--- config.mk ---
export PLATFORM = sky130hd
export DESIGN_NAME = ps2_host_tx
export DESIGN_NICKNAME = d
export VERILOG_FILES = /design/src/rtl/ps2_host_tx.sv
export SDC_FILE = /design/constraint.sdc
export NUM_CORES = 1
export LEC_CHECK = 0
export CORE_MARGIN = 5
export CORE_UTILIZATION = 45
export DETAILED_ROUTE_END_ITERATION = 10
export RECOVER_POWER = 25
export SLEW_MARGIN = 20
export SYNTH_ARGS = -nofsm -noshare
export SYNTH_HDL_FRONTEND = slang
export SYNTH_SLANG_ARGS = --single-unit
--- constraint.sdc ---
create_clock -name clk -period 6.2 [get_ports clk]
set_input_delay 1.24 -clock clk [delete_from_list [all_inputs] [get_ports clk]]
set_output_delay 1.24 -clock clk [all_outputs]
set_load 0.005 [all_outputs]
--- src/rtl/ps2_host_tx.sv ---
// rtl/ps2_host_tx.sv - PS/2 host-to-device byte transmitter with inhibit, ACK check and timeout
//
// Sends one byte to a PS/2 device: holds the clock low (inhibit), drives the start bit,
// then shifts 8 data bits LSB first, odd parity and stop on falling device-clock edges,
// and checks the device ACK on the following falling edge.
//
// Ports:
//   clk, reset   system clock, synchronous active-high reset
//   ps2_clk      PS/2 clock pad input
//   ps2_data     PS/2 data pad input
//   samplen      sampling strobe for ps2_clk/ps2_data
//   wren, d      start a frame with byte d (accepted only when idle)
//   ps2_clk_oe   1 = pull PS/2 clock low
//   ps2_data_oe  1 = pull PS/2 data low
//   busy         frame in progress
//   done         one-cycle end-of-frame pulse
//   error        last frame failed (no ACK or timeout), valid from done
module ps2_host_tx #(
    parameter int INHIBIT_CYCLES = 2400,
    parameter int TIMEOUT_CYCLES = 48000
) (
    input  logic       clk,
    input  logic       reset,
    input  logic       ps2_clk,
    input  logic       ps2_data,
    input  logic       samplen,
    input  logic       wren,
    input  logic [7:0] d,
    output logic       ps2_clk_oe,
    output logic       ps2_data_oe,
    output logic       busy,
    output logic       done,
    output logic       error
);
    localparam int CW = $clog2(INHIBIT_CYCLES + 1);
    localparam int TW = $clog2(TIMEOUT_CYCLES + 1);
    localparam logic [CW-1:0] CNT_LOAD = CW'(INHIBIT_CYCLES - 1);
    localparam logic [CW-1:0] CNT_ONE  = CW'(1);
    localparam logic [TW-1:0] TMO_LOAD = TW'(TIMEOUT_CYCLES - 1);
    localparam logic [TW-1:0] TMO_ONE  = TW'(1);

    typedef enum logic [2:0] {
        S_IDLE,
        S_INHIBIT,
        S_SEND,
        S_ACK,
        S_WAIT
    } state_t;

    // Line sampling, same edge detector as the receiver uses.
    logic [1:0] clk_hist;
    logic [1:0] data_hist;
    logic       fall_ce;
    logic       bus_idle;

    always_ff @(posedge clk) begin
        if (reset) begin
            clk_hist  <= 2'b11;
            data_hist <= 2'b11;
            fall_ce   <= 1'b0;
        end else begin
            fall_ce <= 1'b0;
            if (samplen) begin
                clk_hist  <= {clk_hist[0], ps2_clk};
                data_hist <= {data_hist[0], ps2_data};
                fall_ce   <= clk_hist[0] & ~ps2_clk;
            end
        end
    end

    assign bus_idle = (clk_hist == 2'b11) && (data_hist == 2'b11);

    state_t          state, state_n;
    logic [9:0]      shift, shift_n;
    logic [3:0]      bitcnt, bitcnt_n;
    logic [CW-1:0]   cnt, cnt_n;
    logic [TW-1:0]   tmo, tmo_n;
    logic            clk_oe_n, data_oe_n, busy_n, done_n, error_n;

    always_ff @(posedge clk) begin
        if (reset) begin
            state       <= S_IDLE;
            shift       <= '0;
            bitcnt      <= '0;
            cnt         <= '0;
            tmo         <= '0;
            ps2_clk_oe  <= 1'b0;
            ps2_data_oe <= 1'b0;
            busy        <= 1'b0;
            done        <= 1'b0;
            error       <= 1'b0;
        end else begin
            state       <= state_n;
            shift       <= shift_n;
            bitcnt      <= bitcnt_n;
            cnt         <= cnt_n;
            tmo         <= tmo_n;
            ps2_clk_oe  <= clk_oe_n;
            ps2_data_oe <= data_oe_n;
            busy        <= busy_n;
            done        <= done_n;
            error       <= error_n;
        end
    end

    always_comb begin
        state_n   = state;
        shift_n   = shift;
        bitcnt_n  = bitcnt;
        cnt_n     = cnt;
        tmo_n     = tmo;
        clk_oe_n  = ps2_clk_oe;
        data_oe_n = ps2_data_oe;
        busy_n    = busy;
        done_n    = 1'b0;
        error_n   = error;

        case (state)
            S_IDLE: begin
                // The cycle showing done is still the tail of the old frame.
                if (wren && !done) begin
                    shift_n  = {1'b1, ~^d, d};
                    busy_n   = 1'b1;
                    error_n  = 1'b0;
                    clk_oe_n = 1'b1;
                    cnt_n    = CNT_LOAD;
                    state_n  = S_INHIBIT;
                end
            end
            S_INHIBIT: begin
                if (cnt == '0) begin
                    data_oe_n = 1'b1;
                    clk_oe_n  = 1'b0;
                    bitcnt_n  = 4'd10;
                    tmo_n     = TMO_LOAD;
                    state_n   = S_SEND;
                end else begin
                    cnt_n = cnt - CNT_ONE;
                end
            end
            S_SEND, S_ACK, S_WAIT: begin
                if (tmo == '0) begin
                    // Expiry wins over a coincident falling edge.
                    clk_oe_n  = 1'b0;
                    data_oe_n = 1'b0;
                    error_n   = 1'b1;
                    done_n    = 1'b1;
                    busy_n    = 1'b0;
                    state_n   = S_IDLE;
                end else begin
                    tmo_n = tmo - TMO_ONE;
                    if (state == S_SEND) begin
                        if (fall_ce) begin
                            data_oe_n = ~shift[0];
                            shift_n   = {1'b0, shift[9:1]};
                            bitcnt_n  = bitcnt - 4'd1;
                            if (bitcnt == 4'd1) begin
                                state_n = S_ACK;
                            end
                        end
                    end else if (state == S_ACK) begin
                        if (fall_ce) begin
                            if (data_hist[0]) begin
                                error_n = 1'b1;
                            end
                            state_n = S_WAIT;
                        end
                    end else begin
                        if (bus_idle) begin
                            done_n  = 1'b1;
                            busy_n  = 1'b0;
                            state_n = S_IDLE;
                        end
                    end
                end
            end
            default: begin
                state_n = S_IDLE;
            end
        endcase
    end
endmodule

==> results of run 1 <==
-- power by group --
part / internal (mW) / switching, mW
registers: 0.449 / 0.100
clock network: 0.0758 / 0.112
logic: 0.269 / 0.511
-- layout make-up --
class | count | share of cell area (%)
Multi-Input combinational cell | 245 | 51.6
Sequential cell | 55 | 35.9
Timing Repair Buffer | 19 | 6.00
Tap cell | 75 | 3.06
Clock buffer | 6 | 2.37
Inverter | 9 | 1.10
-- stage by stage --
step                      cells  setup slack, ps  hold slack, ps
after global routing        409             1590             497
after global placement      403             2910             453
after CTS                   409             3210             468
final                       409             1960             470
after floorplan             328             3620             437
after detailed placement    403             2890             453
-- worst max-delay path by stage --
| stage | endpoint | slack (ps) | cells after the start |
|---|---|---|---|
| after floorplan | cnt[10] | 3620 | 6 |
| after global placement | cnt[7] | 2910 | 6 |
| after detailed placement | cnt[7] | 2890 | 6 |
| after CTS | cnt[7] | 3210 | 6 |
| after global routing | bitcnt[0] | 1590 | 5 |
| final | bitcnt[0] | 1960 | 5 |
-- per-layer routing --
layer	global-route usage, %	routed length, µm
met1	24.0	3090
met4	4.26	57
met3	3.45	192
met2	26.9	2710
met5	0	0
-- worst max-delay path: stages --
cell and delay, ps:
dlygate4sd3_1 520, clkbuf_1 1370, clkinv_1 830, nand2_1 390
nor2_1 80
-- state kept, by name, indices dropped and copies added (netlist names) --
name         cells
data_hist        2
error            1
busy             1
ps2_data_oe      1
ps2_clk_oe       1
cnt             12
fall_ce          1
clk_hist         2
done             1
bitcnt           4
state            3
tmo             16
shift           10
-- logic make-up (layout without fill, tap and decap cells) --
| family | after synthesis | count (layout) |
|---|---|---|
| flops | 55 | 55 |
| simple gates | 129 | 129 |
| compound gates | 81 | 81 |
| mux | 3 | 3 |
| xor+xnor | 27 | 27 |
| buf+inv | 28 | 34 |
| fa+ha+maj | 5 | 5 |
-- cells in the final DEF, fill, tap and decap left out, types with 5 or more instances in the layout --
cell             instances
xor2_1                   9
a211oi_1                 8
nand2b_1                 5
xnor2_1                 18
dfxtp_1                 55
a21oi_1                 30
ha_1                     5
clkbuf_8                 5
nand4_1                  5
dlygate4sd3_1            6
nand2_1                 41
a311oi_1                12
or4_1                    5
nor3_1                  12
nand3_1                  6
o21ai_0                  7
clkdlybuf4s50_1         12
nor2_1                  28
inv_1                    8
==> results.md, run 1 <==
- Yosys warns: 0
- Core Region: 5990 µm²
- Leakage: 1.05 nW
- Ys async rst share: 0%
- Syn avg cell area: 8.51 µm²
- Clock Latency Late Sink: 310 ps
- Largest net degree at the start of global routing: 42
- Worst-path clk slew: 100 ps
- Drt wl/cell: 14.8 µm
- Most frequent cell after synthesis: dfxtp_1
- R2R Path Start: tmo[0]
- Final Cell Area: 3070 µm²
- Status: complete, but fails checks
- Clock tree buffer depth: 2
- Max Clock Freq: 236 MHz
- Synthesized area: 2790 µm²
- Worst Max-Slew Pin Slew: 1910 ps
- Mapped Cells: 328
- Area after DPL: 3000 µm²
- Tmin final: 4240 ps
- RSZ-0062 raised after global routing: false
- Post-CTS Repair Setup Buffers: 0
- Fin crit share: 68.3%
- # DRC: 0
- CTS tree: built
- Die width: 88.8 µm
- Final setup vio count: 0
- Post-synth top cells: dfxtp_1, nand2_1, a21oi_1
- Reg area: 1100 µm²
- Area contributors post-synth: dfxtp_1, xnor2_1, nand2_1
- Synth unique cells: 52
- Row cnt: 28
- Final Hold Vio Count: 0
- Synthesized Nets: 347
- CP startpoint kind: input port
- Critical path origin: reset
- Critical Path RT: 6390 ps
- Global Route Usage Sum: 17.1%
- CTS Sinks: 55
- Area leader, netlist: dfxtp_1
- Routed WL: 6.05 mm
- Number of synthesized flops with an enable pin: 0
- VDD IR max: 0.522 mV
- Final ANT Viol Nets: 0
- Violated checks: capacitance limit, slew limit
- Hold Path Sink: shift[9]
- RePlAce Congestion: 0.732
- Hold Startpoint: shift[9]
- Register-to-register setup slack: 3400 ps
- # diodes: 0
- Layout Nets: 354
- Register area share after synthesis: 39.4%
- H-Tree Depth: 2
- Max-slew violations: 42
- Pwr Total: 1.52 mW
- Multiplexer area fraction after synthesis: 1.08%
- HP Class: register to register
- Proportion of layout cells with a drive suffix above 1: 3.89%
- Xor/xnor share of the synthesized area: 8.47%
- Simple logic cell fraction of the synthesized area: 23.6%
- Worst Hold Depth: 2
- Worst R2R End: shift[5]
- Slew headroom: -27.3%
- Number of buffers created by CTS: 5
- Setup tns final: 0 ps
- Die span in y: 88.8 µm
- Skew final: 8.35 ps
- Routed via count: 2341
- Total congestion overflow: 0
- Max Cap Viol: 1
- Data arrival, critical path: 4430 ps
- Ys flop type: dfxtp_1
- Fillers: 604
- R2R cell count: 7
- Power per cell area: 495 nW/µm²
- Routed vias/inst: 5.72
- Crit path capture type: register
- Adder-Cell Fraction of Synth Area: 2.24%
- Area growth syn-to-layout: 9.77%
- # port buffers: 18
- Post-synth top area share: 39.4%
- Die ar.: 7880 µm²
- Critical path class: input port to register
- Global-route wire length before repair: 10.9 mm
- Initial DRC count: 101
- Initial core utilization: 46.6%
- Hpwl dp: 4.09 mm
- Largest family of logic cells by synthesized area: simple AND/OR/NAND/NOR gates
- Ports: 19
- Number of global-route vias before repair: 2265
- Initial antenna violation count: 0
- Clock Root Buffer: clkbuf_8
- #FFs+latches synth: 55
- Post-CTS sizing: 0
- Post-synthesis compound-gate area fraction: 21.2%
- Router iterations before antenna repair: 4
- Peak fanout along the critical path: 41
- Utilization after layout: 51.2%
- Multi-input logic area: 1580 µm²
- Hold-fix buffers, CTS: 0
Power figures use the tool's default switching activity.
==> run 2: changes to the inputs <==
==> constraint.sdc (replaced) <==
create_clock -name clk -period 4.4 [get_ports clk]
set_input_delay 0.88 -clock clk [delete_from_list [all_inputs] [get_ports clk]]
set_output_delay 0.88 -clock clk [all_outputs]
set_load 0.005 [all_outputs]
==> results.md, run 2 (synthesis results as in run 1) <==
- Commonest non-fill, non-tap cells in the layout: dfxtp_1, nand2_1, a21oi_1
- # port buffers: 18
- Most common cell after layout, fill and taps aside: dfxtp_1
- Initial DRC count: 132
- Top flop regs: tmo (16), cnt (12), shift (10)
- Max Clock Freq: 362 MHz
- CTS Sinks: 55
- Core Region: 5990 µm²
- Fin crit share: 62.8%
- CP startpoint kind: register
- Pwr Total: 2.15 mW
- Die ar.: 7880 µm²
- Cell Chain, Critical Path: inv_1 -> ha_1 -> nor4b_1 -> nand4_1 -> a22o_1 -> a311oi_1
- # diodes: 0
- Post-CTS Repair Setup Buffers: 0
- Post-CTS sizing: 0
- Skew final: 6.36 ps
- Routed vias/inst: 5.75
- Clock Root Buffer: clkbuf_8
- Max Cap Viol: 0
- Die width: 88.8 µm
- Hold-fix buffers, CTS: 0
- Critical Path RT: 4620 ps
- Total congestion overflow: 0
- Tmin final: 2760 ps
- Largest register FFs: 16
- Number of buffers created by CTS: 5
- Peak fanout along the critical path: 18
- CTS tree: built
- H-Tree Depth: 2
- Clk pwr share: 14.3%
- Power per cell area: 694 nW/µm²
- # DRC: 0
- Final Hold Slack: 472 ps
- Status: finished, final reports clean
- Clock Latency Late Sink: 310 ps
- Worst Max-Slew Pin Slew: 845 ps
- Leakage: 1.07 nW
- Final Hold Vio Count: 0
- Critical path class: register to register
- Initial antenna violation count: 0
- Routed via count: 2363
- Crit path capture type: register
- Routed WL: 6.11 mm
- Hpwl dp: 4.11 mm
- Initial core utilization: 46.6%
- Pint: 1.15 mW
- Die span in y: 88.8 µm
- Drt wl/cell: 14.9 µm
- Data arrival, critical path: 2980 ps
- Row cnt: 28
- Largest net degree at the start of global routing: 42
- Number of global-route vias before repair: 2232
- Switching Share: 46.6%
- Setup tns final: 0 ps
- Slowest stage delay, CP: 690 ps
- Sw Pwr: 1.00 mW
- Final setup vio count: 0
- HP Class: register to register
- Clock tree buffer depth: 2
- Area growth syn-to-layout: 10.9%
- Reg power frac: 35.9%
- Largest register by flop count: tmo
- Worst-path clk slew: 100 ps
- CP max stage cell: a22o_1
- Proportion of layout cells with a drive suffix above 1: 4.76%
- Global Route Usage Sum: 17.0%
- Ports: 19
- RePlAce Congestion: 0.730
- VDD IR max: 0.812 mV
- Layout Nets: 354
- Register-to-register setup slack: 1640 ps
- Logic pwr share: 49.8%
- Fillers: 597
- Final ANT Viol Nets: 0
- Slew headroom: 43.6%
- RSZ-0062 raised after global routing: false
- Router iterations before antenna repair: 4
- Max-slew violations: 0
- Global-route wire length before repair: 10.7 mm
run 2: cell types whose count changed in the layout (fill, tap and decap cells not counted), sizes merged:
cell | before | now
dlygate4sd3 | 6 | 7
clkbuf | 7 | 8
clkdlybuf4s50 | 12 | 11
buf | 0 | 1
run 2: layout make-up:
cell class                      instances  area, µm²  share of cell area (%)
Clock buffer                            8        100                    3.23
Tap cell                               75       93.8                    3.03
Timing Repair Buffer                   19        188                    6.06
Inverter                                9       33.8                    1.09
Multi-Input combinational cell        245       1580                    51.0
Sequential cell                        55       1100                    35.6
run 2: critical path: cells and delay by family, from the launching register on:
kind	cells	cell delay [ps]
AO/OA/AOI/OAI	2	1000
AND/OR/NAND/NOR	2	1010
flip-flops	1	350
adder cells (fa/ha/maj)	1	200
buffers and inverters	1	100
run 2: power groups by stage:
stage / logic [mW] / clock network [mW] / registers, mW
final: 1.07 / 0.308 / 0.771
after global routing: 1.16 / 0.339 / 0.790
after CTS: 1.08 / 0.320 / 0.770
after detailed placement: 1.08 / 0 / 0.781
after global placement: 1.08 / 0 / 0.780
after floorplan: 0.895 / 0 / 0.731
run 2: worst paths after layout:
kind	startpoint	endpoint	depth (start not counted)
worst max-delay path	tmo[0]	shift[3]	6
worst min-delay path	shift[9]	shift[9]	2
worst min register to register	shift[9]	shift[9]	2
worst max register to register	tmo[0]	shift[3]	6
run 2: metal layers:
| metal | share of wire (%) | track usage (%) | vias to the layer above | wire length [µm] |
|---|---|---|---|---|
| met3 | 3.5 | 3.45 | 8 | 212 |
| li1 | - | - | 1204 | - |
| met5 | 0 | 0 | - | 0 |
| met1 | 50 | 23.3 | 1116 | 3080 |
| met2 | 45 | 27.2 | 35 | 2740 |
| met4 | 1.3 | 4.67 | 0 | 80 |
run 2: through the flow:
step	instances	setup WS, ps	area (µm²)	util (%)
final	411	1640	3100	51.7
after global routing	411	1370	3100	51.7
after CTS	411	1630	3100	51.7
after detailed placement	403	1420	3000	50.0
after global placement	403	1470	3000	50.0
after floorplan	328	2180	2790	-
==> run 3: changes to the inputs <==
==> constraint.sdc (replaced) <==
create_clock -name clk -period 2.8 [get_ports clk]
set_input_delay 0.56 -clock clk [delete_from_list [all_inputs] [get_ports clk]]
set_output_delay 0.56 -clock clk [all_outputs]
set_load 0.005 [all_outputs]
==> results.md, run 3 (synthesis results as in run 1) <==
- Status: finished, final reports clean
- Post-CTS sizing: 0
- Placed insts: 413
- Top flop regs: tmo (16), cnt (12), shift (10)
- Clock tree buffer depth: 2
- Router iterations before antenna repair: 4
- H-Tree Depth: 2
- Largest register by flop count: tmo
- Peak fanout along the critical path: 15
- Non-Filler Instances: 421
- Crit path capture type: register
- Final ANT Viol Nets: 0
- Fillers: 574
- CTS tree: built
- Post-CTS Repair Setup Buffers: 0
- VDD IR max: 0.686 mV
- # DRC: 0
- Hold-fix buffers, CTS: 0
- Total congestion overflow: 0
- Number of buffers created by CTS: 5
- Routed vias/inst: 5.65
- Die width: 88.8 µm
- Leakage: 1.11 nW
- Proportion of layout cells with a drive suffix above 1: 6.94%
- Largest net degree at the start of global routing: 41
- Fin crit share: 89.3%
- Power per cell area: 1150 nW/µm²
- Commonest non-fill, non-tap cells in the layout: dfxtp_1, nand2_1, a21oi_1
- Global Route Usage Sum: 17.0%
- Drt wl/cell: 14.5 µm
- Critical path class: register to register
- Routed via count: 2378
- Max Cap Viol: 0
- Largest register FFs: 16
- Worst Max-Slew Pin Slew: 865 ps
- Area growth syn-to-layout: 12.7%
- Die span in y: 88.8 µm
- HP Class: register to register
- Max-slew violations: 0
- Core Region: 5990 µm²
- Clock Root Buffer: clkbuf_8
- Hpwl dp: 4.23 mm
- Initial DRC count: 108
- Skew final: 10.3 ps
- Initial antenna violation count: 0
- RePlAce Congestion: 0.764
- Global-route wire length before repair: 10.6 mm
- Clock Latency Late Sink: 310 ps
- Critical Path RT: 3050 ps
- Most common cell after layout, fill and taps aside: dfxtp_1
- Final Hold Slack: 466 ps
- RSZ-0062 raised after global routing: false
- Setup tns final: 0 ps
- Final setup vio count: 0
- Data arrival, critical path: 2750 ps
- Ports: 19
- CTS Sinks: 55
- CP startpoint kind: register
- Tmin final: 2500 ps
- Utilization after layout: 52.5%
- Slew headroom: 42.4%
- # diodes: 0
- # port buffers: 18
- Initial core utilization: 46.6%
- Area after DPL: 3070 µm²
- Final Hold Vio Count: 0
- Routed WL: 6.09 mm
- Die ar.: 7880 µm²
- Worst-path clk slew: 100 ps
- Layout Nets: 364
- Number of global-route vias before repair: 2212
- Row cnt: 28
- Final Cell Area: 3150 µm²
- Max Clock Freq: 400 MHz
-- run 3: worst paths after layout --
path / from / end / slack, ps / depth (start not counted)
worst max-delay path: cnt[5] / tmo[14] / 300 / 5
worst min-delay path: shift[9] / shift[9] / 470 / 2
worst max register to register: cnt[5] / tmo[14] / 300 / 5
worst min register to register: shift[9] / shift[9] / 470 / 2
-- run 3: report_power, final --
part | internal (mW) | leakage [nW] | switching, mW
Clock | 0.176 | 0.0422 | 0.252
Sequential | 0.994 | 0.451 | 0.187
Combinational | 0.797 | 0.613 | 1.20
-- run 3: stage by stage --
stage               setup WS [ps]  total power, mW
finish                        299             3.60
global route                  166             3.94
CTS                           456             3.63
detailed placement            390             3.19
global placement              431             3.20
floorplan                     808             2.56
-- run 3: final cells by class --
class	count	area, µm²	area share, %
tap	75	93.8	2.98
clock inverter	1	5.00	0.159
sequential	55	1100	35.0
inverter	9	33.8	1.07
clock buffer	7	76.3	2.43
timing repair buffer	29	260	8.27
multi-input combinational	245	1580	50.1
-- run 3: worst max-delay path, cell delays in order, from the launching register on --
cell	delay, ps
dfxtp_1	360
or4_4	580
and4bb_1	690
a22oi_2	230
or4_1	430
a21oi_1	150
-- run 3: routing by layer --
metal | part of all wire [%] | wire, µm | global-route usage, %
met2 | 45 | 2740 | 26.3
met5 | 0 | 0 | 0
met3 | 3.1 | 187 | 4.19
met4 | 1.4 | 84 | 4.81
met1 | 51 | 3080 | 23.6
